`src/rtl/snn_sched_pkg.sv`:
```
// rtl/snn_sched_pkg.sv - shared types and constants for the SNN frame scheduler
package snn_sched_pkg;

    localparam int FRAME_W = 8;
    localparam int CNT_W   = 8;
    localparam int OUT_W   = 2;
    localparam int LVL_W   = 5;

    typedef enum logic [1:0] {
        IDLE        = 2'd0,
        ISSUE       = 2'd1,
        SETTLE_WAIT = 2'd2,
        SAMPLE      = 2'd3
    } sched_state_e;

    // Increment that sticks at all-ones instead of wrapping
    function automatic logic [CNT_W-1:0] sat_inc(input logic [CNT_W-1:0] v, input logic en);
        return (en && (v != '1)) ? v + CNT_W'(1) : v;
    endfunction

endpackage

```
`src/rtl/snn_frame_fifo.sv`:
```
// rtl/snn_frame_fifo.sv - input spike frame FIFO with push/pop and occupancy level
module snn_frame_fifo
    import snn_sched_pkg::*;
#(
    parameter int DEPTH = 4
) (
    input  logic               clk_i,
    input  logic               rst_ni,
    input  logic               push_i,
    input  logic [FRAME_W-1:0] wdata_i,
    input  logic               pop_i,
    output logic [FRAME_W-1:0] rdata_o,
    output logic [LVL_W-1:0]   level_o,
    output logic               full_o,
    output logic               empty_o
);

    localparam int PTR_W = (DEPTH > 1) ? $clog2(DEPTH) : 1;

    logic [FRAME_W-1:0] mem_q [DEPTH];
    logic [PTR_W-1:0]   wr_ptr_q, wr_ptr_d;
    logic [PTR_W-1:0]   rd_ptr_q, rd_ptr_d;
    logic [LVL_W-1:0]   level_q, level_d;
    logic               do_push, do_pop;

    assign full_o  = (level_q == LVL_W'(DEPTH));
    assign empty_o = (level_q == '0);
    assign level_o = level_q;
    assign rdata_o = mem_q[rd_ptr_q];

    // Guard the requests so a full FIFO never overwrites and an empty one never underflows
    assign do_push = push_i && !full_o;
    assign do_pop  = pop_i && !empty_o;

    // Next pointers wrap naturally because DEPTH is a power of two
    always_comb begin
        wr_ptr_d = do_push ? wr_ptr_q + PTR_W'(1) : wr_ptr_q;
        rd_ptr_d = do_pop  ? rd_ptr_q + PTR_W'(1) : rd_ptr_q;
        level_d  = level_q + LVL_W'(do_push) - LVL_W'(do_pop);
    end

    // Pointer and occupancy registers
    always_ff @(posedge clk_i or negedge rst_ni) begin
        if (!rst_ni) begin
            wr_ptr_q <= '0;
            rd_ptr_q <= '0;
            level_q  <= '0;
        end else begin
            wr_ptr_q <= wr_ptr_d;
            rd_ptr_q <= rd_ptr_d;
            level_q  <= level_d;
        end
    end

    // Frame storage; contents are don't-care while the slot is not occupied
    always_ff @(posedge clk_i) begin
        if (do_push) begin
            mem_q[wr_ptr_q] <= wdata_i;
        end
    end

endmodule

```
`src/rtl/snn_frame_scheduler.sv`:
```
// rtl/snn_frame_scheduler.sv - tick-paced frame issue to an SNN core (optional stats: SNN_SCHED_STATS_EN)
module snn_frame_scheduler
    import snn_sched_pkg::*;
#(
    parameter int DEPTH  = 4,
    parameter int SETTLE = 2
) (
    input  logic               system_clock,
    input  logic               reset,
    input  logic               frame_valid,
    input  logic [FRAME_W-1:0] frame_data,
    output logic               frame_ready,
    input  logic               tick,
    input  logic               run_en,
    output logic               snn_enable,
    output logic [FRAME_W-1:0] snn_input_spikes,
    input  logic [OUT_W-1:0]   snn_output_spikes,
    output logic               busy,
    output logic [LVL_W-1:0]   fifo_level,
    output logic [15:0]        spike_count,
    output logic [CNT_W-1:0]   underrun_count,
    output logic [CNT_W-1:0]   overrun_count
);

    sched_state_e       state_q, state_d;
    logic [3:0]         settle_q, settle_d;
    logic [FRAME_W-1:0] spikes_q, spikes_d;
    logic               pop;
    logic               fifo_full, fifo_empty;
    logic [FRAME_W-1:0] fifo_head;

    snn_frame_fifo #(
        .DEPTH (DEPTH)
    ) u_fifo (
        .clk_i   (system_clock),
        .rst_ni  (reset),
        .push_i  (frame_valid),
        .wdata_i (frame_data),
        .pop_i   (pop),
        .rdata_o (fifo_head),
        .level_o (fifo_level),
        .full_o  (fifo_full),
        .empty_o (fifo_empty)
    );

    assign frame_ready      = !fifo_full;
    assign snn_enable       = (state_q == ISSUE);
    assign busy             = (state_q != IDLE);
    assign snn_input_spikes = spikes_q;

    // Next-state logic; the pop happens on the IDLE->ISSUE transition so the frame is on the bus during ISSUE
    always_comb begin
        state_d  = state_q;
        settle_d = settle_q;
        pop      = 1'b0;
        case (state_q)
            IDLE: begin
                if (tick && run_en && !fifo_empty) begin
                    state_d = ISSUE;
                    pop     = 1'b1;
                end
            end
            ISSUE: begin
                state_d  = SETTLE_WAIT;
                settle_d = 4'(SETTLE - 1);
            end
            SETTLE_WAIT: begin
                if (settle_q == '0) begin
                    state_d = SAMPLE;
                end else begin
                    settle_d = settle_q - 4'd1;
                end
            end
            SAMPLE: begin
                state_d = IDLE;
            end
            default: begin
                state_d = IDLE;
            end
        endcase
        spikes_d = pop ? fifo_head : spikes_q;
    end

    // FSM, settle counter and presented-frame registers
    always_ff @(posedge system_clock or negedge reset) begin
        if (!reset) begin
            state_q  <= IDLE;
            settle_q <= '0;
            spikes_q <= '0;
        end else begin
            state_q  <= state_d;
            settle_q <= settle_d;
            spikes_q <= spikes_d;
        end
    end

`ifdef SNN_SCHED_STATS_EN
    logic [CNT_W-1:0] count0_q, count1_q, under_q, over_q;
    logic             sample_ev, underrun_ev, overrun_ev;

    // A tick with run_en cleared touches nothing, so both tick events require run_en
    assign sample_ev   = (state_q == SAMPLE);
    assign underrun_ev = tick && run_en && (state_q == IDLE) && fifo_empty;
    assign overrun_ev  = tick && run_en && (state_q != IDLE);

    // Saturating statistics counters
    always_ff @(posedge system_clock or negedge reset) begin
        if (!reset) begin
            count0_q <= '0;
            count1_q <= '0;
            under_q  <= '0;
            over_q   <= '0;
        end else begin
            count0_q <= sat_inc(count0_q, sample_ev && snn_output_spikes[0]);
            count1_q <= sat_inc(count1_q, sample_ev && snn_output_spikes[1]);
            under_q  <= sat_inc(under_q, underrun_ev);
            over_q   <= sat_inc(over_q, overrun_ev);
        end
    end

    assign spike_count    = {count1_q, count0_q};
    assign underrun_count = under_q;
    assign overrun_count  = over_q;
`else
    logic unused_spikes;

    assign unused_spikes  = ^snn_output_spikes;
    assign spike_count    = '0;
    assign underrun_count = '0;
    assign overrun_count  = '0;
`endif

endmodule

```
`config.mk`:
```
export PLATFORM = sky130hd
export DESIGN_NAME = snn_frame_scheduler
export DESIGN_NICKNAME = d
export VERILOG_FILES = /design/src/rtl/snn_sched_pkg.sv /design/src/rtl/snn_frame_fifo.sv /design/src/rtl/snn_frame_scheduler.sv
export SDC_FILE = /design/constraint.sdc
export NUM_CORES = 1
export LEC_CHECK = 0
export ABC_AREA = 1
export BUFFER_PORTS_ARGS = -buffer_cell sky130_fd_sc_hd__clkbuf_2
export CAP_MARGIN = 10
export CORE_UTILIZATION = 54
export CTS_CLUSTER_SIZE = 30
export DETAILED_ROUTE_END_ITERATION = 10
export PLACE_DENSITY = 0.89
export SKIP_LAST_GASP = 1
export SYNTH_ARGS = -nofsm -noshare
export SYNTH_HDL_FRONTEND = slang
export SYNTH_SLANG_ARGS = --single-unit
export TNS_END_PERCENT = 5
```
`constraint.sdc`:
```
create_clock -name system_clock -period 2.89 [get_ports system_clock]
set_input_delay 0.289 -clock system_clock [delete_from_list [all_inputs] [get_ports system_clock]]
set_output_delay 0.289 -clock system_clock [all_outputs]
set_load 0.05 [all_outputs]
```
Yosys cells after proc, flatten, opt, wreduce, memory -nomap -nowiden
Memories as Yosys holds them, arrays and structs flattened. A register that Yosys moved wholly into a read port is not among the register bits.
Index checks and enable logic that the tools add are counted.

word-level totals
  memories = 1
  input port bits = 15
  memory bits (writable) = 32
  output and inout port bits = 48
  bits in registers = 15
  logic and storage cells = 41

cells by class
  reduce and logical (&&, ||, !) cells = 14
  equality and inequality tests = 7
  multiplexer cells = 9
  $add $sub $neg = 5

memories
  name          depth  bits a word  rd ports  clocked after memory_dff  write ports  RTL line              source
  u_fifo.mem_q  4      8            1         1                         1            snn_frame_fifo.sv:20  logic [FRAME_W-1:0] mem_q [DEPTH];

operators by type and width
  kind                 count
  $pmux 2 s4           1
  $pmux 4 s2           1
  $ne 2x2->1 const B   3
  $add 5x1->5          1
  $eq 5x3->1 const B   1
  $logic_not 5->1      1
  $sub 5x1->5          1
  $add 2x1->2 const B  2
  $eq 2x2->1 const B   2
  $logic_and 1x1->1    4
  $logic_not 4->1      1
  $mux 1               4
  $mux 2               2
  $mux 4               1
  $reduce_and 2->1     2
  $reduce_bool 2->1    2
  $sub 4x1->4 const B  1
  $logic_not 1->1      3
  $eq 2x1->1 const B   1
  $logic_not 2->1      1

Logic depth before layout (Yosys ltp)
  word-level depth = 7
  gate-level depth with buffers = 17
  depth with buffers taken out = 17

Cells and area by module
From an unflattened synthesis, not the netlist that was laid out.

unflattened totals
  cell total of the unflattened synthesis = 298
  area total of the unflattened synthesis = 2,870.3 um2

modules (own cells, without submodules)
  module               times used  cells each  area each (um2)  seq. area each (um2)
  snn_frame_fifo       1           176         1,889.3          1,186.1
  snn_frame_scheduler  1           122         980.9            350.3

Worst setup path before layout
Ideal clock, no wire load.

  path type = register to register
  start point = reg u_fifo.level_q[3] (netlist: u_fifo.level_o[3])
  end point = reg u_fifo.level_q[4] (netlist: u_fifo.level_o[4])
  library setup time = 0.117 ns
  data required time = 2.773 ns
  arrival time = 2.614 ns
  buffers on the path = 0
  clock period less this slack = 2.731 ns
  cell stages (with the launch flop) = 15
  path slack = 0.159 ns
  cell sequence = dfrtp_1 > inv_1 > ha_1 > inv_1 > nor2_1 > nand2_1 > nand2_2 > inv_2 > ha_1 > inv_1 > fa_1 > nor2_1 > o21ai_0 > nand3b_1 > nand2_1

between the ends
  elaborated cells on any way between the ends = 11
  classes of those cells = 2 x add/sub; 1 x eq/ne; 2 x mux; 6 x reduce/logical

RTL lines
  element                      RTL line                   source
  start: declaration           snn_frame_fifo.sv:23       logic [LVL_W-1:0] level_q, level_d;
  start signal: assignment     snn_frame_fifo.sv:51       level_q <= level_d;
  $eq 5x3->1                   snn_frame_fifo.sv:26       assign full_o = (level_q == LVL_W'(DEPTH));
  $logic_not 1->1              -
  named net frame_ready        snn_frame_scheduler.sv:12  output logic frame_ready,
  $logic_and 1x1->1            snn_frame_fifo.sv:32       assign do_push = push_i && !full_o;
  named net u_fifo.do_push     snn_frame_fifo.sv:24       logic do_push, do_pop;
  $add 5x1->5                  snn_frame_fifo.sv:39       level_d = level_q + LVL_W'(do_push) - LVL_W'(do_pop);
  $sub 5x1->5                  snn_frame_fifo.sv:39
  named net u_fifo.level_d[4]  snn_frame_fifo.sv:23

The timed path passes the listed nets, and every way through them passes these cells.
A chain may end at the register's enable or synchronous reset.

Final worst setup path
  start point = reg u_fifo.level_q[2] (netlist: u_fifo.level_o[2])
  end point = reg u_fifo.level_q[4] (netlist: u_fifo.level_o[4])

between the ends
  longest elaborated chain between the ends = 7
  elaborated cells on any way between the ends = 11
  classes of those cells = 2 x add/sub; 1 x eq/ne; 2 x mux; 6 x reduce/logical

ends and longest elaborated chain
  element                      RTL line                                         source
  $logic_not 5->1 *            snn_frame_fifo.sv:27                             assign empty_o = (level_q == '0);
  $logic_not 1->1 *            snn_frame_fifo.sv:33, snn_frame_scheduler.sv:58
  $logic_and 1x1->1            snn_frame_scheduler.sv:58                        if (tick && run_en && !fifo_empty) begin
  $mux 1                       snn_frame_scheduler.sv:58
  $mux 1                       snn_frame_scheduler.sv:56                        case (state_q)
  $logic_and 1x1->1 *          snn_frame_fifo.sv:33                             assign do_pop = pop_i && !empty_o;
  named net u_fifo.do_pop      snn_frame_fifo.sv:24
  $sub 5x1->5 *                snn_frame_fifo.sv:39
  named net u_fifo.level_d[4]  snn_frame_fifo.sv:23

Mark *: on every way through the listed nets, which the timed path passes. The rest lies on a longest branch.

==> results.md <==
* CP Max Fanout at 12
* Die height at approximately 74 um
* Arr. time, crit path at about 2.8 ns
* Vias in the first global route at 1540
* Post-synthesis sequential area ratio at approximately 54%
* Measured slew at the worst slew-check pin at approximately 0.76 ns
* Drt first-iter violations at ~110
* Fin crit period at about 2.6 ns
* Root Buffer: clkbuf_8
* Chip width at 74.3 um
* Max-cap violations at 0
* TNS Setup at 0 ns
* Drt total wl at approximately 4300 um
* Hold depth at 1
* Crit path max-delay family: adder cells
* Post-synthesis register bit count at 55
* P_sw at 0.00160 W
* CTS tree: done
* Tightest Hold Check Type: input pin to flip-flop
* Slew headroom at between 40% and 50%
* Most used cell, CP: inv_1
* Seq. cell area at about 1500 um^2
* Fillers at between 300 and 400
* Post-DP HPWL at ~3100 um
* Core area at 4880 um^2
* Worst hold slack at between 0.15 and 0.2 ns
* Clock power share at about an eighth
* Critical Path Sink Type: flip-flop
* Synthesized area at ~2800 um^2
* # setup viols final at 0
* Fmax at a little under 400 MHz
* Reg power frac at 37.3%
* Comb pwr share at approximately half
* Clock Skews at approximately 0.005 ns
* GR Overflow Total at 0
* HP Start: frame_data[7]
* Critical Path RT at 3.10 ns
* Critical path class: flip-flop to flip-flop
* Area leader, netlist: edfxtp_1
* Reg2Reg Depth at 16
* P_int at around 0.0018 W
* DRC Markers at 0
* Post-route core utilization at between 60 and 70%
* Clk sinks at 55
* Area Growth Syn to Fin at 5.23%
* DRT Pass-1 Iters at 4
* Slowest CP cell: dfrtp_1
* R2R setup slack at approximately 0.34 ns
* Yosys warning count at 0
* IO Port Bufs at 28
* GR Util All Layers at between 10% and 20%
* Dominant cells by area after synthesis: edfxtp_1, dfrtp_1, buf_4
* Final nets at approximately 340
* Worst r2r src: u_fifo.level_o[2]
* WHS Endpoint: u_fifo.mem_q[2][7]
* CTS clock-pin slew for the worst setup and hold paths at approximately 0.1 ns
* Switching share of power at roughly 48%
* Crit Reg-Reg Endpoint: u_fifo.level_o[4]
* Critical path, cell by cell: inv_1 -> ha_1 -> inv_1 -> nor2_1 -> nand2_2 -> nand3_4 -> inv_4 -> ha_1 -> inv_1 -> ha_1 -> inv_1 -> fa_1 -> nor2_1 -> o21ai_0 -> nand3b_1 -> nand2_1
* Fin. Hold Viols at 0
* Total clock buffers created by CTS at 5
* Status: complete, no violations
* DR vias at between 1500 and 2000
* H-tree levels at 2
* CP peak stage delay at roughly 0.4 ns
* Leakage at 1.42 nW
* Multi-input gate area at between 900 and 1000 um^2
* Number of inserted diodes at 0
* Postcts setup bufs at 0
* Mean Syn Cell Area at between 10 and 15 um^2
* Synth Instances at ~280
* Buf/Inv on CP at 5
* Layout cells sized above 1 at 17.4%
* Routed vias/inst at between 4 and 5
* Slew Limit Fails at 0
* IO Pins at 63
* RSZ-0062 raised after global routing: false
* Synth cell types at 26
* Max Buffers Root-to-Sink at 2
* RD Place Congestion at 0.789
* Final ANT Viol Nets at 0
* FP Rows at 25
* Largest net degree at the start of global routing at 24
* Top-area cell type share of the netlist area at about 34%
* First-pass GRT wire length at ~6800 um
* Worst IR Drop VDD at 0.507 mV
* Initial antenna violation count at 0
* P per Cell Area at approximately 1100 nW/um^2
* Crit share post-route at between 80 and 90%
* WL per Instance at 11.3 um
* Die ar. at around 5500 um^2
* Startpoint Class: flip-flop
* Clock latency on the worst-skew pair at a little over 0.3 ns
* Initial cell density of the core at between 50 and 60%
[what timing repair did]
item / in CTS / in global routing
hold buffers: 1 / 0
endpoints found under the setup margin: 0 / 0
resized for setup: 0 / 0
endpoints found under the hold margin: 23 / 0
[worst reg2reg max path: cells and delay by family, from the launching register on]
kind	cells	cell delay (ns)
buffers and inverters	5	0.33
and+or+nand+nor	6	0.64
AOI/OAI and AO/OA	1	0.12
DFF	1	0.41
adders and majority gates	4	0.96
[cell usage in the layout, fill, tap and decap left out, types with 8 or more instances in the layout]
cell	n
ha_1	16
nand2_1	53
conb_1	32
o21ai_1	13
dfrtp_1	23
nor2_2	9
clkbuf_2	28
edfxtp_1	32
o21ai_0	8
nor2_1	32
inv_1	28
[power by group through the flow]
stage,clock network (W),registers (W),logic (W)
after detailed placement,0,0.00127,0.00169
after floorplan,0,0.00152,0.00116
after global routing,0.000456,0.00128,0.00186
after global placement,0,0.00126,0.00162
final,0.000424,0.00125,0.00168
after CTS,0.000427,0.00125,0.00169
[stage by stage]
step | worst slack (ns) | instances | cell area (um^2) | power [W]
after floorplan | 0.159 | 310 | 2940 | 0.00268
after global placement | 0.434 | 369 | 2870 | 0.00288
after detailed placement | 0.332 | 369 | 2870 | 0.00295
after CTS | 0.312 | 378 | 2970 | 0.00337
after global routing | 0.129 | 378 | 2970 | 0.00360
final | 0.337 | 378 | 2970 | 0.00335
[worst max path at each step]
stage                                  from                end  slack, ns  cells after the start
after floorplan           u_fifo.level_o[3]  u_fifo.level_o[4]       0.16                     14
after global placement    u_fifo.level_o[3]  u_fifo.level_o[4]       0.43                     16
after detailed placement  u_fifo.level_o[2]  u_fifo.level_o[4]       0.33                     16
after CTS                 u_fifo.level_o[2]  u_fifo.level_o[4]       0.31                     16
after global routing      u_fifo.level_o[3]  u_fifo.level_o[4]       0.13                     16
final                     u_fifo.level_o[2]  u_fifo.level_o[4]       0.34                     16
[kinds of logic after synthesis]
logic type	share of synthesized area [%]
compound gates	4.35
xor+xnor	2.17
fa+ha+maj	7.80
buf+inv	14.9
flops	54.5
other cells	0.133
simple gates	16.1
[Yosys cell counts]
| master | n |
|---|---|
| inv_1 | 28 |
| buf_6 | 3 |
| o21ai_0 | 8 |
| inv_4 | 1 |
| nand3_1 | 6 |
| buf_4 | 32 |
| conb_1 | 1 |
| nor2_1 | 32 |
| o21ai_1 | 13 |
| nand2_2 | 3 |
| o22ai_1 | 2 |
| fa_1 | 1 |
| nand3b_1 | 1 |
| inv_2 | 3 |
| xnor2_1 | 3 |
| or2_2 | 1 |
| a21oi_1 | 1 |
| dfrtp_1 | 23 |
| nor2_2 | 9 |
| edfxtp_1 | 32 |
| nand2_1 | 53 |
| nand3_4 | 1 |
| ha_1 | 16 |
| buf_2 | 1 |
| xor2_1 | 4 |
| buf_12 | 1 |
[area by class of cell]
type,count,area share (%)
Clock buffer,6,2.44
Clock inverter,2,0.548
Inverter,32,4.13
Multi-Input combinational cell,186,33.0
Sequential cell,55,51.7
Tap cell,67,2.82
Timing Repair Buffer,30,5.31
[flip-flops by register name (all words and copies together) (netlist names)]
| signal | count |
|---|---|
| u_fifo.wr_ptr_q | 2 |
| settle_q | 4 |
| u_fifo.rd_ptr_q | 2 |
| state_q | 2 |
| u_fifo.level_o | 5 |
| u_fifo.mem_q | 32 |
| snn_input_spikes | 8 |
[metal layers]
| metal | vias to the layer above | wire length (um) | share of wire, % | GRT usage, % |
|---|---|---|---|---|
| li1 | 877 | - | - | - |
| met5 | - | 0 | 0 | 0 |
| met4 | 0 | 19 | 0.44 | 5.24 |
| met2 | 64 | 2070 | 48 | 27.2 |
| met3 | 2 | 175 | 4.1 | 2.71 |
| met1 | 795 | 2010 | 47 | 22.0 |
Note: power is estimated with default switching activity, not from simulation.
